File: src/rtl/div_iterative.sv
// div_iterative: multicycle signed restoring divider, one shift-subtract step per clock.
// Optional macro DIV_EARLY_ZERO_EN: divide-by-zero finishes after a single step instead of WIDTH.
module div_iterative #(
    parameter int WIDTH = 32
) (
    input  logic             clock,
    input  logic             reset_n,
    input  logic             ctrl_DIV,
    input  logic [WIDTH-1:0] data_operandA,
    input  logic [WIDTH-1:0] data_operandB,
    output logic [WIDTH-1:0] data_result,
    output logic [WIDTH-1:0] data_remainder,
    output logic             data_exception,
    output logic             data_resultRDY,
    output logic             busy
);
    localparam int CW = $clog2(WIDTH);
    localparam logic [CW-1:0] LAST = CW'(WIDTH - 1);
    localparam logic [WIDTH-1:0] MIN = {1'b1, {(WIDTH-1){1'b0}}};

    typedef enum logic [1:0] {IDLE, RUN, DONE} state_t;

    state_t           state;
    logic [WIDTH-1:0] rem;
    logic [WIDTH-1:0] quo;
    logic [WIDTH-1:0] dvs;
    logic [WIDTH-1:0] a_raw;
    logic             sign_a;
    logic             sign_b;
    logic             div_zero;
    logic             ovf;
    logic [CW-1:0]    cnt;
    logic [WIDTH:0]   r_sh;
    logic             take;
    logic [WIDTH-1:0] r_nxt;
    logic [WIDTH-1:0] q_nxt;
    logic             finish;

    // one restoring step: shift {R,Q}, trial-subtract the divisor in WIDTH+1 bits
    always_comb begin
        r_sh  = {rem, quo[WIDTH-1]};
        take  = r_sh >= {1'b0, dvs};
        r_nxt = take ? WIDTH'(r_sh - {1'b0, dvs}) : r_sh[WIDTH-1:0];
        q_nxt = {quo[WIDTH-2:0], take};
    end

`ifdef DIV_EARLY_ZERO_EN
    assign finish = (cnt == LAST) || div_zero;
`else
    assign finish = (cnt == LAST);
`endif

    // control FSM and datapath; a start strobe wins in every state
    always_ff @(posedge clock or negedge reset_n) begin
        if (!reset_n) begin
            state          <= IDLE;
            rem            <= '0;
            quo            <= '0;
            dvs            <= '0;
            a_raw          <= '0;
            sign_a         <= 1'b0;
            sign_b         <= 1'b0;
            div_zero       <= 1'b0;
            ovf            <= 1'b0;
            cnt            <= '0;
            data_result    <= '0;
            data_remainder <= '0;
            data_exception <= 1'b0;
            data_resultRDY <= 1'b0;
            busy           <= 1'b0;
        end else if (ctrl_DIV) begin
            state          <= RUN;
            busy           <= 1'b1;
            data_resultRDY <= 1'b0;
            quo            <= data_operandA[WIDTH-1] ? -data_operandA : data_operandA;
            dvs            <= data_operandB[WIDTH-1] ? -data_operandB : data_operandB;
            a_raw          <= data_operandA;
            sign_a         <= data_operandA[WIDTH-1];
            sign_b         <= data_operandB[WIDTH-1];
            div_zero       <= data_operandB == '0;
            ovf            <= (data_operandA == MIN) && (data_operandB == '1);
            rem            <= '0;
            cnt            <= '0;
        end else if (state == RUN) begin
            rem <= r_nxt;
            quo <= q_nxt;
            cnt <= cnt + 1'b1;
            if (finish) begin
                state          <= DONE;
                busy           <= 1'b0;
                data_resultRDY <= 1'b1;
                data_result    <= div_zero ? '0 : (sign_a ^ sign_b) ? -q_nxt : q_nxt;
                data_remainder <= div_zero ? a_raw : sign_a ? -r_nxt : r_nxt;
                data_exception <= div_zero | ovf;
            end
        end else begin
            state          <= IDLE;
            data_resultRDY <= 1'b0;
        end
    end
endmodule

File: config.mk
export PLATFORM = sky130hd
export DESIGN_NAME = div_iterative
export DESIGN_NICKNAME = d
export VERILOG_FILES = /design/src/rtl/div_iterative.sv
export SDC_FILE = /design/constraint.sdc
export NUM_CORES = 1
export LEC_CHECK = 0
export BUFFER_PORTS_ARGS = -buffer_cell sky130_fd_sc_hd__buf_2
export CAP_MARGIN = 15
export CELL_PAD_IN_SITES_DETAIL_PLACEMENT = 1
export CELL_PAD_IN_SITES_GLOBAL_PLACEMENT = 1
export CORE_MARGIN = 2
export CORE_UTILIZATION = 35
export CTS_CLUSTER_DIAMETER = 60
export DETAILED_ROUTE_END_ITERATION = 16
export PLACE_DENSITY = 0.61
export SETUP_SLACK_MARGIN = 0.15
export SYNTH_ARGS = -nofsm -noshare
export SYNTH_HDL_FRONTEND = slang
export SYNTH_SLANG_ARGS = --single-unit
export TNS_END_PERCENT = 50
File: constraint.sdc
create_clock -name clock -period 5.33 [get_ports clock]
set_input_delay 0.7995 -clock clock [delete_from_list [all_inputs] [get_ports clock]]
set_output_delay 0.7995 -clock clock [all_outputs]
set_load 0.02 [all_outputs]
==> results of run 1 <==
==> kinds of logic after synthesis <==
group	share of synthesized area
multiplexers	0.0777
flip-flops	0.377
AO/OA/AOI/OAI	0.198
adder cells (fa/ha/maj)	0.0375
XOR/XNOR	0.0906
buffers and inverters	0.0446
AND/OR/NAND/NOR	0.174
==> synth_stat cells, types with 24 or more instances <==
| cell | instances |
|---|---|
| a211oi_1 | 39 |
| a21oi_1 | 103 |
| clkbuf_1 | 72 |
| dfrtp_1 | 204 |
| ha_1 | 39 |
| inv_1 | 57 |
| mux2_2 | 33 |
| mux2i_1 | 68 |
| nand2_1 | 183 |
| nand3_1 | 24 |
| nor2_1 | 133 |
| nor3_1 | 26 |
| o21ai_0 | 145 |
| o31ai_1 | 26 |
| or3_1 | 24 |
| xnor2_1 | 71 |
| xor2_1 | 69 |
==> cell type report <==
type,count,area share
Clock buffer,39,0.0507
Clock inverter,11,0.00912
Inverter,58,0.0139
Multi-Input combinational cell,1211,0.502
Sequential cell,204,0.327
Tap cell,518,0.0415
Timing Repair Buffer,157,0.0567
==> metal layers <==
layer / part of all wire / routed length (um) / track usage
met1: 0.49 / 20600 / 0.292
met2: 0.46 / 19400 / 0.345
met3: 0.033 / 1390 / 0.0221
met4: 0.020 / 850 / 0.0505
met5: 0 / 0 / 0
==> timing repair <==
| action | in CTS | in global routing |
|---|---|---|
| setup buffers | 0 | 1 |
| setup endpoints to repair | 0 | 3 |
| gates resized for setup | 0 | 3 |
==> power by group <==
group,switching (W),leakage (nW),internal (W),total (W)
combinational,0.00230,4.29,0.00137,0.00367
sequential,0.000228,2.60,0.00174,0.00197
clock,0.000724,0.442,0.00118,0.00190
==> registers in the layout, summed over array words and instances, names as in the netlist, 5 cells and up <==
name,count
a_raw,32
cnt,5
rem,32
data_remainder,32
quo,32
dvs,32
data_result,32
==> path summary, 6_finish.rpt <==
kind | from | end | slack, ns | cells after the start
worst max register to register | rem[6] | data_remainder[28] | 0.45 | 17
worst min-delay path | reset_n | data_result[8] | 0.36 | 1
worst max-delay path | rem[6] | data_remainder[28] | 0.45 | 17
min in group clock | data_result[23] | data_result[23] | 0.47 | 2
max in group asynchronous | reset_n | quo[16] | 3.81 | 2
worst min register to register | data_result[23] | data_result[23] | 0.47 | 2
==> metrics by stage <==
| stage | std cells | util | cell area [um^2] |
|---|---|---|---|
| floorplan | 1567 | - | 13500 |
| global placement | 2147 | 0.383 | 14700 |
| detailed placement | 2147 | 0.383 | 14700 |
| CTS | 2197 | 0.407 | 15600 |
| global route | 2198 | 0.407 | 15600 |
| finish | 2198 | 0.407 | 15600 |
==> worst max-delay path: stages, from the launching register on <==
cell and delay (ns):
dfrtp_1 0.42, ha_1 0.47, nand2_2 0.20, or4b_1 0.63
o41a_1 0.47, o211a_2 0.27, nand2_1 0.18, inv_2 0.07
mux2i_1 0.29, ha_1 0.27, nor2b_1 0.15, nand4_1 0.13
a22oi_2 0.27, nand4_1 0.13, buf_4 0.20, o31ai_2 0.27
mux2i_1 0.24, nand3_1 0.10
==> flow_metrics.py, run 1 <==
metrics = {
    "setup_path": {
        "worst_ep_arrival_time_ns": 5.31,
        "required_ns": 5.76,
        "worstPathMaxFanout": 9,
        "critical_path_class": "flip-flop to flip-flop",
        "endpoint_kind": "flip-flop",
        "start_kind": "flip-flop",
    },
    "sta": {
        "setup_ws_ns": 0.445,
        "worstMarginPinSlew_ns": 1.10,
        "post-route-period-util": 0.916,
        "rsz0062_at_grt": "no",
        "clock_skew_ns": 0.0105,
        "fin_crit_ns": 4.88,
        "hold_viol": 0,
        "relSlewSlack": 0.268,
        "setup_viol_count_final": 0,
        "drv_slew": 0,
        "final.setup.tns_ns": 0,
        "timing.hold.ws_ns": 0.365,
        "fmax_mhz": 205,
    },
    "die": {
        "io_pins": 134,
        "die_area_um2": 40300,
        "die_y_um": 201,
        "die_w_um": 201,
        "core_area_um2": 38400,
        "start_util": 0.353,
        "rows": 72,
    },
    "placement": {
        "portBuffers": 133,
        "gp_congestion": 0.880,
        "post-place-ws_ns": 0.292,
        "dpl.hpwl_um": 31300,
    },
    "synthesis": {
        "yosys_warnings": 0,
        "synth_area_leader_cell": "dfrtp_1",
        "yosys_most_used_dff": "dfrtp_1",
        "syn_nets": 1674,
        "synth_cell_types": 84,
        "async_reset_ff_frac": 1.00,
        "syn_area_per_cell_um2": 8.64,
        "synth.yosys.seq_area_share": 0.377,
        "synthTopCellsByArea": "dfrtp_1 38%, o21ai_0 5.4%, nand2_1 5.1%",
        "synth-edff-count": 0,
        "synth_area_um2": 13500,
        "postSynthCellCount": 1567,
        "yosysTopAreaCellShare": 0.377,
        "ys_ff_latch": 204,
    },
    "hold_path": {
        "hold_class": "primary input to asynchronous set/reset pin",
    },
    "layout": {
        "area_growth_pct": 15.5,
        "multi_input_area_um2": 7840,
        "fin_nets": 1767,
        "final_common_cell": "dfrtp_1",
        "regArea_um2": 5100,
        "n_fill_cell": 4589,
        "drive_gt1_frac": 0.151,
        "num_antenna_cells": 0,
        "final_cell_mix": "204 x dfrtp_1, 183 x nand2_1, 145 x o21ai_0",
    },
    "global_route": {
        "grt_pass1_vias": 12100,
        "grt-ovfl-total": 0,
        "antenna_found_initial": 0,
        "grt_pass1_wl_um": 67800,
        "track_usage": 0.208,
        "grt_max_degree": 204,
    },
    "clocking": {
        "cts_made_buffers": 28,
        "path_clk_slew_ns": 0.06,
        "clockBufferDepth": 3,
        "clockRootBuffer": "clkbuf_16",
        "insertion_delay_ns": 0.55,
        "h-tree-depth": 1,
        "clock_sinks": 204,
        "cts_tree": "done",
        "postCtsHoldBufs": 0,
    },
    "detailed_routing": {
        "drtAntennaViolNets": 0,
        "drtPass1Iterations": 5,
        "routed_wl_um": 42200,
        "wl_per_cell_um": 19.2,
        "drc": 0,
        "initialDrtViolationCount": 488,
        "via_per_inst": 5.37,
        "vias": 11800,
    },
    "pwr": {
        "p_per_area_nw_per_um2": 482,
        "peakVddDrop_v": 0.000258,
        "power_w": 0.00754,
        "p_leak_nw": 7.34,
    },
    "outcome": {
        "status": "complete, no violations",
    },
    "job": {
        "cap_violations": 0,
    },
}
No activity file was read; power rests on OpenSTA's default activity.
==> run 2: changes to the inputs <==
==> constraint.sdc (replaced) <==
create_clock -name clock -period 6.3 [get_ports clock]
set_input_delay 0.945 -clock clock [delete_from_list [all_inputs] [get_ports clock]]
set_output_delay 0.945 -clock clock [all_outputs]
set_load 0.02 [all_outputs]
==> run 2 against run 1 <==
Net effect:
- core utilization barely moved
- sequential share of layout area about the same
- critical path depth up 2
- sequential power decreased by 15%
- combinational power decreased by 17%
- register-to-register slack better by 0.60 ns
- sequential cell count did not move
- worst hold slack better by 0.084 ns
- global-route usage up 0.082 points
- power down 15%
- non-clock buffer count shrank 5
- critical endpoint unchanged
- highest routed layer unchanged
==> flow_metrics.py, run 2 (same netlist as run 1, synthesis figures left out) <==
metrics = {
    "outcome": {
        "status": "complete, no violations",
    },
    "global_route": {
        "grt_max_degree": 98,
        "grt-ovfl-total": 0,
        "grt_pass1_vias": 12100,
        "track_usage": 0.209,
        "antenna_found_initial": 0,
        "grt_pass1_wl_um": 67800,
    },
    "placement": {
        "post-place-ws_ns": 1.07,
        "portBuffers": 133,
        "dpl.hpwl_um": 32000,
        "gp_congestion": 0.876,
    },
    "clocking": {
        "clock_sinks": 204,
        "cts_setup_buffers": 0,
        "cts_made_buffers": 28,
        "insertion_delay_ns": 0.56,
        "clockRootBuffer": "clkbuf_16",
        "postCtsHoldBufs": 0,
        "clockBufferDepth": 3,
        "h-tree-depth": 1,
        "cts_resized": 0,
        "cts_tree": "done",
        "path_clk_slew_ns": 0.06,
    },
    "setup_path": {
        "endpoint_kind": "flip-flop",
        "worst_ep_arrival_time_ns": 5.69,
        "reg2regPathDepth": 19,
        "required_ns": 6.73,
        "start_kind": "flip-flop",
        "critical_path_class": "flip-flop to flip-flop",
        "worstPathMaxFanout": 15,
    },
    "detailed_routing": {
        "routed_wl_um": 42300,
        "vias": 11800,
        "drtPass1Iterations": 5,
        "via_per_inst": 5.36,
        "drtAntennaViolNets": 0,
        "initialDrtViolationCount": 493,
        "wl_per_cell_um": 19.3,
        "drc": 0,
    },
    "layout": {
        "fin_nets": 1762,
        "num_antenna_cells": 0,
        "area_growth_pct": 15.6,
        "final_common_cell": "dfrtp_1",
        "final_cell_mix": "204 x dfrtp_1, 183 x nand2_1, 145 x o21ai_0",
        "final_core_util": 0.408,
        "n_fill_cell": 4623,
        "drive_gt1_frac": 0.151,
    },
    "hold_path": {
        "hold_class": "primary input to asynchronous set/reset pin",
    },
    "die": {
        "core_area_um2": 38400,
        "die_y_um": 201,
        "rows": 72,
        "io_pins": 134,
        "die_w_um": 201,
        "die_area_um2": 40300,
        "start_util": 0.353,
    },
    "sta": {
        "final.setup.tns_ns": 0,
        "relSlewSlack": 0.426,
        "setup_viol_count_final": 0,
        "fmax_mhz": 190,
        "clock_skew_ns": 0.0212,
        "hold_viol": 0,
        "fin_crit_ns": 5.26,
        "setup_ws_ns": 1.04,
        "worstMarginPinSlew_ns": 0.860,
        "post-route-period-util": 0.834,
        "rsz0062_at_grt": "no",
        "drv_slew": 0,
    },
    "pwr": {
        "p_per_area_nw_per_um2": 411,
        "p_leak_nw": 7.38,
        "peakVddDrop_v": 0.000254,
    },
    "job": {
        "cap_violations": 0,
    },
}
-- run 2: cell types whose count changed in the layout (fill, tap and decap cells not counted), sizes merged --
cell / change
buf: -5
bufinv: +2
clkbuf: -4
clkinv: +8
clkinvlp: -5
inv: +1
-- run 2: final timing paths --
| kind | slack, ns | endpoint | start |
|---|---|---|---|
| setup / recovery | 1.04 | data_remainder[28] | rem[6] |
| hold / removal | 0.45 | quo[5] | reset_n |
| setup reg to reg | 1.04 | data_remainder[28] | rem[6] |
| hold reg to reg | 0.47 | data_result[0] | data_result[0] |
| max in group asynchronous | 4.57 | dvs[13] | reset_n |
| min in group clock | 0.47 | data_result[0] | data_result[0] |
-- run 2: routing by layer --
metal	share of wire	vias to the layer above	wire length [um]	GRT usage
met2	0.45	221	19000	0.339
met3	0.039	64	1670	0.0245
met4	0.028	0	1190	0.0664
li1	-	5784	-	-
met1	0.48	5688	20500	0.291
met5	0	-	0	0
-- run 2: per-stage QoR --
stage | cells | hold slack, ns | cell area, um^2 | total power [W]
floorplan | 1567 | 0.473 | 13500 | 0.00382
global placement | 2143 | 0.458 | 14600 | 0.00466
detailed placement | 2143 | 0.465 | 14600 | 0.00470
CTS | 2195 | 0.477 | 15600 | 0.00646
global route | 2195 | 0.493 | 15600 | 0.00688
finish | 2195 | 0.449 | 15600 | 0.00643
-- run 2: power by group --
| part | switching [W] | internal, W | total, W | leakage (nW) |
|---|---|---|---|---|
| Clock | 0.000622 | 0.00110 | 0.00172 | 0.513 |
| Sequential | 0.000195 | 0.00147 | 0.00167 | 2.60 |
| Combinational | 0.00192 | 0.00112 | 0.00304 | 4.26 |
| Total | 0.00273 | 0.00369 | 0.00643 | 7.38 |
-- run 2: cell type report --
type	instances	area [um^2]	share of cell area
clock inverter	17	214	0.0137
timing repair buffer	152	823	0.0526
sequential	204	5100	0.326
multi-input combinational	1211	7830	0.501
clock buffer	35	798	0.0510
tap	518	648	0.0414
inverter	58	218	0.0139
-- run 2: worst max-delay path, cell delays in order, from the launching register on --
cell,delay [ns]
dfrtp_1,0.42
ha_1,0.50
nand2_2,0.21
nor4_2,0.34
o21ai_1,0.17
a21bo_1,0.25
a211o_1,0.53
nand2_1,0.18
buf_4,0.27
inv_2,0.07
mux2i_1,0.26
ha_1,0.27
nor2b_1,0.15
nand4_1,0.14
a22oi_2,0.19
buf_4,0.17
nand4_1,0.29
o31ai_1,0.41
mux2i_1,0.22
nand3_1,0.09
==> run 3: changes to the inputs <==
==> constraint.sdc (replaced) <==
create_clock -name clock -period 5 [get_ports clock]
set_input_delay 0.75 -clock clock [delete_from_list [all_inputs] [get_ports clock]]
set_output_delay 0.75 -clock clock [all_outputs]
set_load 0.02 [all_outputs]
==> run 3 against run 2 <==
Net effect:
- clock power is 17% higher
- register-to-register slack worse by 0.64 ns
- worst hold slack worse by 0.14 ns
- sequential power is 26% higher
- setup slack worse by 0.64 ns
- power is 26% higher
- critical path depth is 2 lower
- sequential share of layout area is 0.26 points lower
==> flow_metrics.py, run 3 (same netlist as run 1, synthesis figures left out) <==
metrics = {
    "outcome": {
        "status": "complete, no violations",
    },
    "layout": {
        "drive_gt1_frac": 0.161,
        "area_growth_pct": 16.5,
        "final_cell_mix": "204 x dfrtp_1, 183 x nand2_1, 144 x o21ai_0",
        "fin_nets": 1780,
        "layoutNonFillerInstCount": 2210,
        "multi_input_area_um2": 7880,
        "regArea_um2": 5100,
        "num_antenna_cells": 0,
        "final_common_cell": "dfrtp_1",
        "n_fill_cell": 4581,
        "fin_area_um2": 15800,
    },
    "global_route": {
        "grt_pass1_wl_um": 68300,
        "antenna_found_initial": 0,
        "grt_max_degree": 111,
        "grt-ovfl-total": 0,
        "track_usage": 0.209,
        "grt_pass1_vias": 12100,
    },
    "job": {
        "cap_violations": 0,
    },
    "clocking": {
        "cts_tree": "done",
        "insertion_delay_ns": 0.55,
        "postCtsHoldBufs": 0,
        "clockBufferDepth": 3,
        "clock_sinks": 204,
        "path_clk_slew_ns": 0.06,
        "cts_made_buffers": 28,
        "h-tree-depth": 1,
        "clockRootBuffer": "clkbuf_16",
    },
    "setup_path": {
        "required_ns": 5.43,
        "endpoint_kind": "flip-flop",
        "critical_path_class": "flip-flop to flip-flop",
        "cp_slowest_stage_delay_ns": 0.50,
        "worst_ep_arrival_time_ns": 5.03,
        "cp_slowest_cell": "or4b_1",
        "path_buf_inv": 1,
        "start_kind": "flip-flop",
        "cp_top_family": "simple AND/OR/NAND/NOR gates",
        "path_cells": "ha_2, and3_4, or4b_1, o41a_1, o211a_2, nand2_1, nand2_1, o21ai_1, ha_2, nor2b_1, nand4_1, a22oi_2, nand4_1, buf_4, o31ai_2, mux2i_1, nand3_1",
        "worstPathMaxFanout": 8,
    },
    "die": {
        "core_area_um2": 38400,
        "die_y_um": 201,
        "die_w_um": 201,
        "rows": 72,
        "die_area_um2": 40300,
        "start_util": 0.353,
        "io_pins": 134,
    },
    "sta": {
        "post-route-period-util": 0.920,
        "drv_slew": 0,
        "relSlewSlack": 0.345,
        "setup_viol_count_final": 0,
        "fmax_mhz": 217,
        "final.setup.tns_ns": 0,
        "worstMarginPinSlew_ns": 0.976,
        "fin_crit_ns": 4.60,
        "hold_viol": 0,
        "timing.hold.ws_ns": 0.313,
        "rsz0062_at_grt": "no",
        "clock_skew_ns": 0.0155,
    },
    "placement": {
        "portBuffers": 133,
        "dp_cells": 2159,
        "dpl_cell_area_um2": 14800,
        "dpl.hpwl_um": 31700,
        "gp_congestion": 0.864,
    },
    "hold_path": {
        "hold_class": "primary input to asynchronous set/reset pin",
    },
    "pwr": {
        "internal-power_w": 0.00463,
        "power_w": 0.00812,
        "clkPwrFrac": 0.249,
        "p_comb_frac": 0.492,
        "seqPwrFrac": 0.259,
        "p_per_area_nw_per_um2": 515,
        "peakVddDrop_v": 0.000208,
        "p_sw_w": 0.00349,
        "swShare": 0.430,
        "p_leak_nw": 7.41,
    },
    "detailed_routing": {
        "drc": 0,
        "vias": 11900,
        "wl_per_cell_um": 19.2,
        "drtPass1Iterations": 4,
        "drtAntennaViolNets": 0,
        "initialDrtViolationCount": 487,
        "routed_wl_um": 42400,
        "via_per_inst": 5.37,
    },
}
## run 3: changes by cell type in the layout (fill, tap and decap cells not counted), sizes merged
cell / before / now
bufinv: 5 / 2
inv: 59 / 60
clkinvlp: 0 / 1
clkinv: 11 / 3
clkbuf: 36 / 42
buf: 151 / 169
## run 3: final cells by class
cell class	count	area share
clock buffers	41	0.0526
clock inverters	8	0.00730
inverters	58	0.0138
multi-input cells	1211	0.500
flip-flops and latches	204	0.324
well taps	518	0.0411
repair buffers	170	0.0616
## run 3: final timing paths
kind                                      start                 end  slack, ns  depth (start not counted)
worst min-delay path                    reset_n      data_result[6]       0.31                          1
min in group clock              data_result[30]     data_result[30]       0.47                          2
worst min register to register  data_result[30]     data_result[30]       0.47                          2
worst max register to register           rem[4]  data_remainder[28]       0.40                         17
worst max-delay path                     rem[4]  data_remainder[28]       0.40                         17
max in group asynchronous               reset_n  data_remainder[16]       3.65                          2
## run 3: power by group through the flow
stage | clock network (W) | logic [W] | registers [W]
2_1_floorplan | 0 | 0.00279 | 0.00204
3_3_place_gp | 0 | 0.00389 | 0.00211
3_5_place_dp | 0 | 0.00392 | 0.00212
4_1_cts | 0.00209 | 0.00395 | 0.00209
5_1_grt | 0.00217 | 0.00443 | 0.00214
6_report | 0.00202 | 0.00399 | 0.00211
## run 3: repair_timing
item	CTS	global route
cloned	0	0
setup endpoints to repair	3	9
setup buffers	2	0
resized for setup	0	10
pin swaps	1	1
## run 3: layer usage
metal,global-route usage,vias up,routed length [um]
met4,0.0463,0,788
met5,0,-,0
met2,0.341,188,19200
li1,-,5827,-
met3,0.0226,44,1370
met1,0.299,5811,21100
## run 3: stage by stage
| stage | setup slack [ns] | util |
|---|---|---|
| floorplan | 0.162 | - |
| global placement | 0.264 | 0.385 |
| detailed placement | 0.0547 | 0.385 |
| CTS | 0.211 | 0.410 |
| global route | 0.188 | 0.411 |
| finish | 0.399 | 0.411 |
